**src/rtl/aes_sched_pkg.sv**
```systemverilog
// Shared constants for the AES-128 round scheduler: state encoding, round count,
// round-constant endpoints, requester IDs and the rcon step helpers.
package aes_sched_pkg;

  localparam int NR = 10;

  localparam logic [7:0] RCON_FIRST = 8'h01;
  localparam logic [7:0] RCON_LAST  = 8'h36;

  localparam logic ID_ENC = 1'b0;
  localparam logic ID_DEC = 1'b1;

  typedef enum logic [4:0] {
    ST_IDLE    = 5'd0,
    ST_GRANT   = 5'd1,
    ST_PREPASS = 5'd2,
    ST_LOAD    = 5'd3,
    ST_ROUND   = 5'd4,
    ST_FINAL   = 5'd5,
    ST_DONE    = 5'd6
  } state_t;

  function automatic logic [7:0] xtime(input logic [7:0] b);
    return {b[6:0], 1'b0} ^ (b[7] ? 8'h1B : 8'h00);
  endfunction

  // Undo xtime: an odd value can only have come from a reduction by 0x1B.
  function automatic logic [7:0] inv_xtime(input logic [7:0] b);
    return b[0] ? ({1'b0, b[7:1]} ^ 8'h8D) : {1'b0, b[7:1]};
  endfunction

endpackage

```
**src/rtl/aes_rcon_gen.sv**
```systemverilog
// Round-constant register: loads 0x01 or 0x36, steps forward (xtime) or backward.
module aes_rcon_gen
  import aes_sched_pkg::*;
(
  input  logic       clk,
  input  logic       reset,
  input  logic       ld_first,
  input  logic       ld_last,
  input  logic       step_fwd,
  input  logic       step_inv,
  output logic [7:0] rcon
);

  always_ff @(posedge clk or negedge reset) begin
    if (!reset) begin
      rcon <= RCON_FIRST;
    end else if (ld_first) begin
      rcon <= RCON_FIRST;
    end else if (ld_last) begin
      rcon <= RCON_LAST;
    end else if (step_fwd) begin
      rcon <= xtime(rcon);
    end else if (step_inv) begin
      rcon <= inv_xtime(rcon);
    end
  end

endmodule

```
**src/rtl/aes_round_sched.sv**
```systemverilog
// Scheduler for a shared AES-128 round datapath serving ENC and DEC requesters.
// Optional key cache (skip DEC pre-pass on repeated key): AES_ROUND_SCHED_KEYCACHE_EN.
//
// state   | meaning
// IDLE    | arbitrate; grant is combinational in this cycle
// GRANT   | datapath latches data_in/key_in
// PREPASS | DEC only: forward key expansion up to round key 10
// LOAD    | initial AddRoundKey
// ROUND   | rounds 1..NR-1
// FINAL   | last round, no (Inv)MixColumns
// DONE    | result valid, done pulse
module aes_round_sched
  import aes_sched_pkg::*;
#(
  parameter int PREPASS_CYC = 10
)
(
  input  logic       clk,
  input  logic       reset,
  input  logic       req_enc,
  input  logic       req_dec,
`ifdef AES_ROUND_SCHED_KEYCACHE_EN
  input  logic       key_same,
`endif
  output logic       gnt_enc,
  output logic       gnt_dec,
  output logic       busy,
  output logic       dp_mode,
  output logic       dp_load,
  output logic       dp_round,
  output logic       dp_last,
  output logic       key_step,
  output logic       key_dir,
  output logic [7:0] rcon,
  output logic [3:0] round_idx,
  output logic       done,
  output logic       done_id,
  output logic [4:0] test_state
);

  state_t     state, state_nxt;
  logic       rr_ptr;
  logic       job_id;
  logic       job_dec;
  logic [3:0] cnt;
  logic       skip_pre;
  logic       arb_go;
  logic       pick_dec;
  logic       rc_ld_first, rc_ld_last, rc_fwd, rc_inv;

  assign job_dec  = (job_id == ID_DEC);
  assign pick_dec = req_dec & (~req_enc | rr_ptr);
  // Gated by reset so no grant leaks out while reset is held with a request pending.
  assign arb_go   = reset & (state == ST_IDLE) & (req_enc | req_dec);
  assign gnt_enc  = arb_go & ~pick_dec;
  assign gnt_dec  = arb_go & pick_dec;

  always_ff @(posedge clk or negedge reset) begin
    if (!reset) begin
      state  <= ST_IDLE;
      rr_ptr <= 1'b0;
      job_id <= ID_ENC;
      cnt    <= 4'd0;
    end else begin
      state <= state_nxt;
      if (arb_go) begin
        job_id <= pick_dec ? ID_DEC : ID_ENC;
        if (req_enc && req_dec) begin
          rr_ptr <= ~rr_ptr;
        end
      end
      if (state == ST_GRANT) begin
        cnt <= 4'(PREPASS_CYC - 1);
      end else if (state == ST_LOAD) begin
        cnt <= 4'(NR - 2);
      end else if ((state == ST_PREPASS || state == ST_ROUND) && cnt != 4'd0) begin
        cnt <= cnt - 4'd1;
      end
    end
  end

`ifdef AES_ROUND_SCHED_KEYCACHE_EN
  logic cache_valid;

  always_ff @(posedge clk or negedge reset) begin
    if (!reset) begin
      cache_valid <= 1'b0;
      skip_pre    <= 1'b0;
    end else begin
      if (gnt_enc) begin
        cache_valid <= 1'b0;
      end else if (state == ST_DONE && job_dec) begin
        cache_valid <= 1'b1;
      end
      if (arb_go) begin
        skip_pre <= gnt_dec & key_same & cache_valid;
      end
    end
  end
`else
  assign skip_pre = 1'b0;
`endif

  always_comb begin
    state_nxt   = state;
    rc_ld_first = 1'b0;
    rc_ld_last  = 1'b0;
    rc_fwd      = 1'b0;
    rc_inv      = 1'b0;
    case (state)
      ST_IDLE: begin
        if (arb_go) state_nxt = ST_GRANT;
      end
      ST_GRANT: begin
        if (!job_dec) begin
          state_nxt   = ST_LOAD;
          rc_ld_first = 1'b1;
        end else if (skip_pre) begin
          state_nxt  = ST_LOAD;
          rc_ld_last = 1'b1;
        end else begin
          state_nxt   = ST_PREPASS;
          rc_ld_first = 1'b1;
        end
      end
      ST_PREPASS: begin
        // Park on 0x36 rather than stepping past it: LOAD and DEC round 1 need it.
        if (cnt == 4'd0) begin
          state_nxt  = ST_LOAD;
          rc_ld_last = 1'b1;
        end else begin
          rc_fwd = 1'b1;
        end
      end
      ST_LOAD: begin
        state_nxt = ST_ROUND;
      end
      ST_ROUND: begin
        rc_fwd = ~job_dec;
        rc_inv = job_dec;
        if (cnt == 4'd0) state_nxt = ST_FINAL;
      end
      ST_FINAL: begin
        state_nxt = ST_DONE;
      end
      ST_DONE: begin
        state_nxt = ST_IDLE;
      end
      default: begin
        state_nxt = ST_IDLE;
      end
    endcase
  end

  always_comb begin
    round_idx = 4'd0;
    case (state)
      ST_PREPASS: round_idx = 4'(PREPASS_CYC) - cnt;
      ST_ROUND:   round_idx = 4'(NR - 1) - cnt;
      ST_FINAL:   round_idx = 4'(NR);
      default:    round_idx = 4'd0;
    endcase
  end

  assign busy       = (state != ST_IDLE);
  assign dp_mode    = busy & job_dec;
  assign dp_load    = (state == ST_LOAD);
  assign dp_round   = (state == ST_ROUND) | (state == ST_FINAL);
  assign dp_last    = (state == ST_FINAL);
  assign key_step   = (state == ST_PREPASS) | dp_round;
  assign key_dir    = job_dec & (dp_load | dp_round);
  assign done       = (state == ST_DONE);
  assign done_id    = done & job_dec;
  assign test_state = state;

  aes_rcon_gen u_rcon (
    .clk      (clk),
    .reset    (reset),
    .ld_first (rc_ld_first),
    .ld_last  (rc_ld_last),
    .step_fwd (rc_fwd),
    .step_inv (rc_inv),
    .rcon     (rcon)
  );

endmodule

```
**config.mk**
```make
export PLATFORM = sky130hd
export DESIGN_NAME = aes_round_sched
export DESIGN_NICKNAME = d
export VERILOG_FILES = /design/src/rtl/aes_sched_pkg.sv /design/src/rtl/aes_rcon_gen.sv /design/src/rtl/aes_round_sched.sv
export SDC_FILE = /design/constraint.sdc
export NUM_CORES = 1
export LEC_CHECK = 0
export ABC_AREA = 1
export CORE_MARGIN = 10
export CORE_UTILIZATION = 51
export CTS_CLUSTER_DIAMETER = 200
export DETAILED_ROUTE_END_ITERATION = 12
export GPL_TIMING_DRIVEN = 0
export PLACE_DENSITY = 0.84
export SYNTH_ARGS = -nofsm -noshare
export SYNTH_HDL_FRONTEND = slang
export SYNTH_SLANG_ARGS = --single-unit
```
**constraint.sdc**
```tcl
create_clock -name clk -period 3.17 [get_ports clk]
set_input_delay 0.951 -clock clk [delete_from_list [all_inputs] [get_ports clk]]
set_output_delay 0.951 -clock clk [all_outputs]
set_load 0.01 [all_outputs]
```
* Word level (Yosys, flattened, before mapping)
Index checks and enable logic that the tools add are counted.
** Word-level totals
- Bits in registers :: 19
- Bits in latches :: 0
- Memory bits (writable) :: 0
- Memory bits (read-only) :: 0
- Bits of input ports :: 4
- Output and inout port bits :: 28
- Word-level logic and storage cells :: 69
- Memories kept :: 0
** Cells by class
- $add $sub $neg :: 3
- Multipliers :: 0
- Div/mod/pow operators :: 0
- Order comparisons :: 0
- Equality and inequality tests :: 9
- Shift-type cells :: 0
- Mux-type cells :: 22
- Bitwise gates (word level) :: 19
- Reduce and logical (&&, ||, !) cells :: 11
** Operators with widths (number)
- $mux 8 :: 5
- $pmux 5 s6 :: 1
- $mux 5 :: 4
- $eq 5x3->1 const B :: 3
- $mux 4 :: 3
- $pmux 4 s3 :: 1
- $eq 5x2->1 const B :: 2
- $and 1x1->1 :: 8
- $reduce_bool 4->1 :: 2
- $sub 4x4->4 const A :: 2
- $xor 8x8->8 :: 1
- $mux 1 :: 7
- $eq 5x1->1 const B :: 1
- $logic_not 5->1 :: 1
- $or 1x1->1 :: 5
- $reduce_bool 5->1 :: 1
- $logic_not 4->1 :: 1
- $ne 2x1->1 const B :: 2
- $not 1->1 :: 4
- $not 3->4 :: 1
- $sub 4x1->4 const B :: 1
- $reduce_and 3->1 :: 1
- $reduce_bool 3->1 :: 1
- $logic_and 1x1->1 :: 2
- other kinds (4) :: 4

* Depth between registers and ports, before layout
- Word-level depth :: 6
- Gate-level depth with buffers :: 9
- Depth with buffers taken out :: 9

* By module
A second synthesis with hierarchy kept.
** Second synthesis, totals
- Cell total of the unflattened synthesis :: 197
- Area, all modules :: 1268.7 um^2
** Modules (own cells, without submodules)
- aes_round_sched :: instances 1, cells each 117, area each 752.0 um^2, sequential area each 225.2 um^2
- aes_rcon_gen :: instances 1, cells each 80, area each 516.7 um^2, sequential area each 201.4 um^2

* Worst setup path before layout
OpenSTA, ideal clock, no wires.
- Kind :: in2out
- Start :: in reset
- End :: out gnt_enc
- Data arrival time :: 1.654 ns
- Data required time :: 2.219 ns
- Slack :: 0.565 ns
- Stages :: 2
- Path buffers :: 0
- Cells stage by stage :: inv_1 a2111oi_0
** On the way
- Cells in the longest elaborated chain, start to end :: 3
** Ends and longest elaborated chain
- start: declaration :: RTL line aes_round_sched.sv:19 : input logic reset,
- $and 1x1->1 (2 in series) :: RTL line aes_round_sched.sv:54 : assign arb_go = reset & (state == ST_IDLE) & (req_enc | req_dec);
- $and 1x1->1 :: RTL line aes_round_sched.sv:55 : assign gnt_enc = arb_go & ~pick_dec;
- end: declaration :: RTL line aes_round_sched.sv:25 : output logic gnt_enc,
No other way between the ends.

* Final worst setup path
- Start :: in req_enc
- End :: out gnt_enc
** On the way
- Cells in the longest elaborated chain, start to end :: 5
- Elaborated cells on any way between the ends :: 7
- Those cells by class :: bitwise: 7
** Ends and longest elaborated chain
- start: declaration :: RTL line aes_round_sched.sv:20 : input logic req_enc,
- $not 1->1 :: RTL line aes_round_sched.sv:52 : assign pick_dec = req_dec & (~req_enc | rr_ptr);
- $or 1x1->1 :: RTL line aes_round_sched.sv:52
- $and 1x1->1 :: RTL line aes_round_sched.sv:52
- $not 1->1 :: RTL line aes_round_sched.sv:55
- $and 1x1->1 (*) :: RTL line aes_round_sched.sv:55
Mark *: on every way between the ends. The rest lies on a longest branch, timed or not.

==> metrics.md <==
| Metric | Value |
|---|---|
| Area of the multi-input gates | 699 um2 |
| Main synth FF type | dfrtp_1 |
| DIE WIDTH | 68.5 um |
| Pleak | 0.764 nW |
| WP data required | 2.22 ns |
| Synth Instances | 165 |
| Maximum vdd drop | 0.000630 V |
| Synth cell types | 25 |
| FF+latch count, synth | 17 |
| Status | completed |
| Metal3 WL | 337 um |
| Part of the Yosys area used for sequential elements | 0.355 |
| FMAX | 0.329 GHz |
| Nets | 210 |
| Reported max-cap violation count | 0 |
| Final HPWL DP | 2390 um |
| Top-count cell post-synth | nand2_1 |
| Synth Area per Inst | 7.28 um2 |
| Final Max Slew Viols | 0 |
| Asr flop ratio synth | 1.00 |
| CP startpoint | req_enc |
| Crit path kind | input port to output port |
| CTS clk-pin slew, worst paths | 0.10 ns |
| Clock Path Buffers | 2 |
| Final Worst Setup Slack | 0.130 ns |
| Die area | 4700 um2 |
| Core ar. | 2230 um2 |
| Crit start category | input port |
| WL/cell | 13.7 um |
| Gr usage total | 0.141 |
| Hold_buf cts | 0 |
| DR top layer | met4 |
| Initial antenna violation count | 0 |
| DRT Wirelength | 3120 um |
| Setup Skew | 0.00269 ns |
| Highest net fanout along the worst path | 3 |
| Cell Count, Final, Fillers Out | 227 |
| First-pass DRT Iterations | 4 |
| WP data arrival | 2.09 ns |
| Crit share post-route | 0.959 |
| Worst reg2reg path startpoint | cnt[0] |
| Metal-1 WL | 1360 um |
| Hold Fails Final Rpt | 0 |
| N_diodes | 0 |
| Most frequent cells after synthesis | nand2_1 (43), nand3_1 (18), dfrtp_1 (16) |
| Number of remaining DRC errors | 0 |
| Final Critical Period | 3.04 ns |
| Global-route wire length before repair | 5180 um |
| Pre-CTS setup slack | -0.968 ns |
| Crit path to | gnt_enc |
| Clock buffer count from CTS | 3 |
| Share of cells above drive strength 1 | 0.121 |
| Via count | 1181 |
| Die Y | 68.5 um |
| Synth top area cells | dfrtp_1 (33%), nand2_1 (13%), nand3_1 (7.5%) |
| H-tree levels | 1 |
| Pwr Density | 1090 nW/um2 |
| Clock sink count | 17 |
| Endpoint class of the critical path | output port |
| Clock root buffer | clkbuf_4 |
| Post-CTS Setup Inserts | 0 |
| Antenna-violating nets left | 0 |
| Largest area contributor in the netlist | dfrtp_1 |
| Worst-case reg-to-reg path depth | 9 |
| CTS tree | done |
| RSZ-0062 raised after global routing | false |
| # rows | 17 |
| Area share of the largest cell type after synthesis | 0.333 |
| Register area | 427 um2 |
| Gp weighted congestion | 0.891 |
| R2r setup slk | 1.55 ns |
| Ports | 32 |
| Area delta synth->final | 30.7% |
| IO buf count | 29 |
| Fillers | 186 |
| Routed wl met2 | 1390 um |
| EDFF count, synth | 0 |
| Worst skew pair latency | 0.29 ns |
| Final setup fails | 0 |
| Synthesis Warnings | 0 |
| R2r endpoint | u_rcon.rcon[2] |
| Cells after DPL | 223 |
| Vias in the first global route | 1152 |
| Initial Utilization | 0.538 |
| Largest net degree at the start of global routing | 19 |
| Post-Syn Area | 1200 um2 |
| Drt via density | 5.20 |
| 1st-iter DRT viols | 107 |
| GRT overflow | 0 |
| Worst Hold Class | input port to async pin |
[report_power, final]
group	total [mW]	internal [mW]	switching, mW
clock network	0.118	0.0489	0.0692
registers	0.431	0.320	0.111
logic	1.17	0.500	0.665
total	1.71	0.869	0.845
[stage by stage]
stage	power (mW)	utilization	setup TNS, ns	cell area [um2]	hold WS, ns
floorplan	1.15	-	0	1200	0.453
global placement	1.55	0.685	-1.70	1530	0.479
detailed placement	1.58	0.685	-1.78	1530	0.485
CTS	1.71	0.695	0	1550	0.509
global route	1.88	0.703	0	1570	0.458
finish	1.71	0.703	0	1570	0.470
[how the worst min path moves through the flow]
stage / slack (ns) / to / startpoint / cells past startpoint
after global placement: 0.48 / rr_ptr / rr_ptr / 1
after global routing: 0.46 / test_state[0] / reset / 1
after detailed placement: 0.48 / job_dec / job_dec / 2
after CTS: 0.51 / u_rcon.rcon[2] / reset / 1
after floorplan: 0.45 / job_dec / job_dec / 2
final: 0.47 / u_rcon.rcon[3] / reset / 1
[flip-flops by register name (all words and copies together) (netlist names)]
register / cells
u_rcon.rcon: 8
test_state: 3
rr_ptr: 1
job_dec: 1
cnt: 4
[kinds of logic after synthesis]
kind of cell	Yosys count	share of synthesized area
other cells	1	0.00312
buf+inv	22	0.0750
simple gates	87	0.336
flops	17	0.355
xor+xnor	9	0.0656
fa+ha+maj	6	0.0625
compound gates	23	0.102
[area by class of cell]
class,instances,area share
Timing Repair Buffer,29,0.186
Inverter,18,0.0430
Multi-Input combinational cell,127,0.445
Tap cell,28,0.0223
Buffer,4,0.0143
Clock buffer,4,0.0167
Sequential cell,17,0.272
[layout by cell type, fill, tap and decap left out]
cell and instances:
xor2_1 5, o22ai_1 2, dlygate4sd2_1 1, buf_1 2, nor2_4 1, o21ai_1 1
nor3_2 1, nand3_1 18, o21ai_0 13, clkbuf_1 1, nor2_1 12, dlymetal6s2s_1 1
ha_1 6, clkbuf_4 3, buf_6 1, nor2_2 2, a31oi_1 1, xnor2_1 4
conb_1 2, nand3_2 2, nand2_4 2, dfrtp_1 16, dfstp_2 1, nor3_1 1
clkdlybuf4s50_1 26, nand2_1 43, inv_2 3, nand2_2 5, inv_1 15, buf_4 2
a2111oi_2 1, a21oi_1 5
[repair_timing]
| action | CTS | global route |
|---|---|---|
| cloned | 0 | 0 |
| setup endpoints to repair | 2 | 3 |
| resized for setup | 7 | 5 |
[critical path: stages]
cell,delay [ns]
clkdlybuf4s50_1,0.47
inv_1,0.07
a2111oi_2,0.28
dlygate4sd2_1,0.31
[routing by layer]
| metal | global-route usage | vias to the layer above |
|---|---|---|
| met3 | 0.0548 | 4 |
| met4 | 0.0452 | 0 |
| met2 | 0.227 | 36 |
| li1 | - | 596 |
| met5 | 0 | - |
| met1 | 0.170 | 545 |
(Power assumes the default switching activity.)
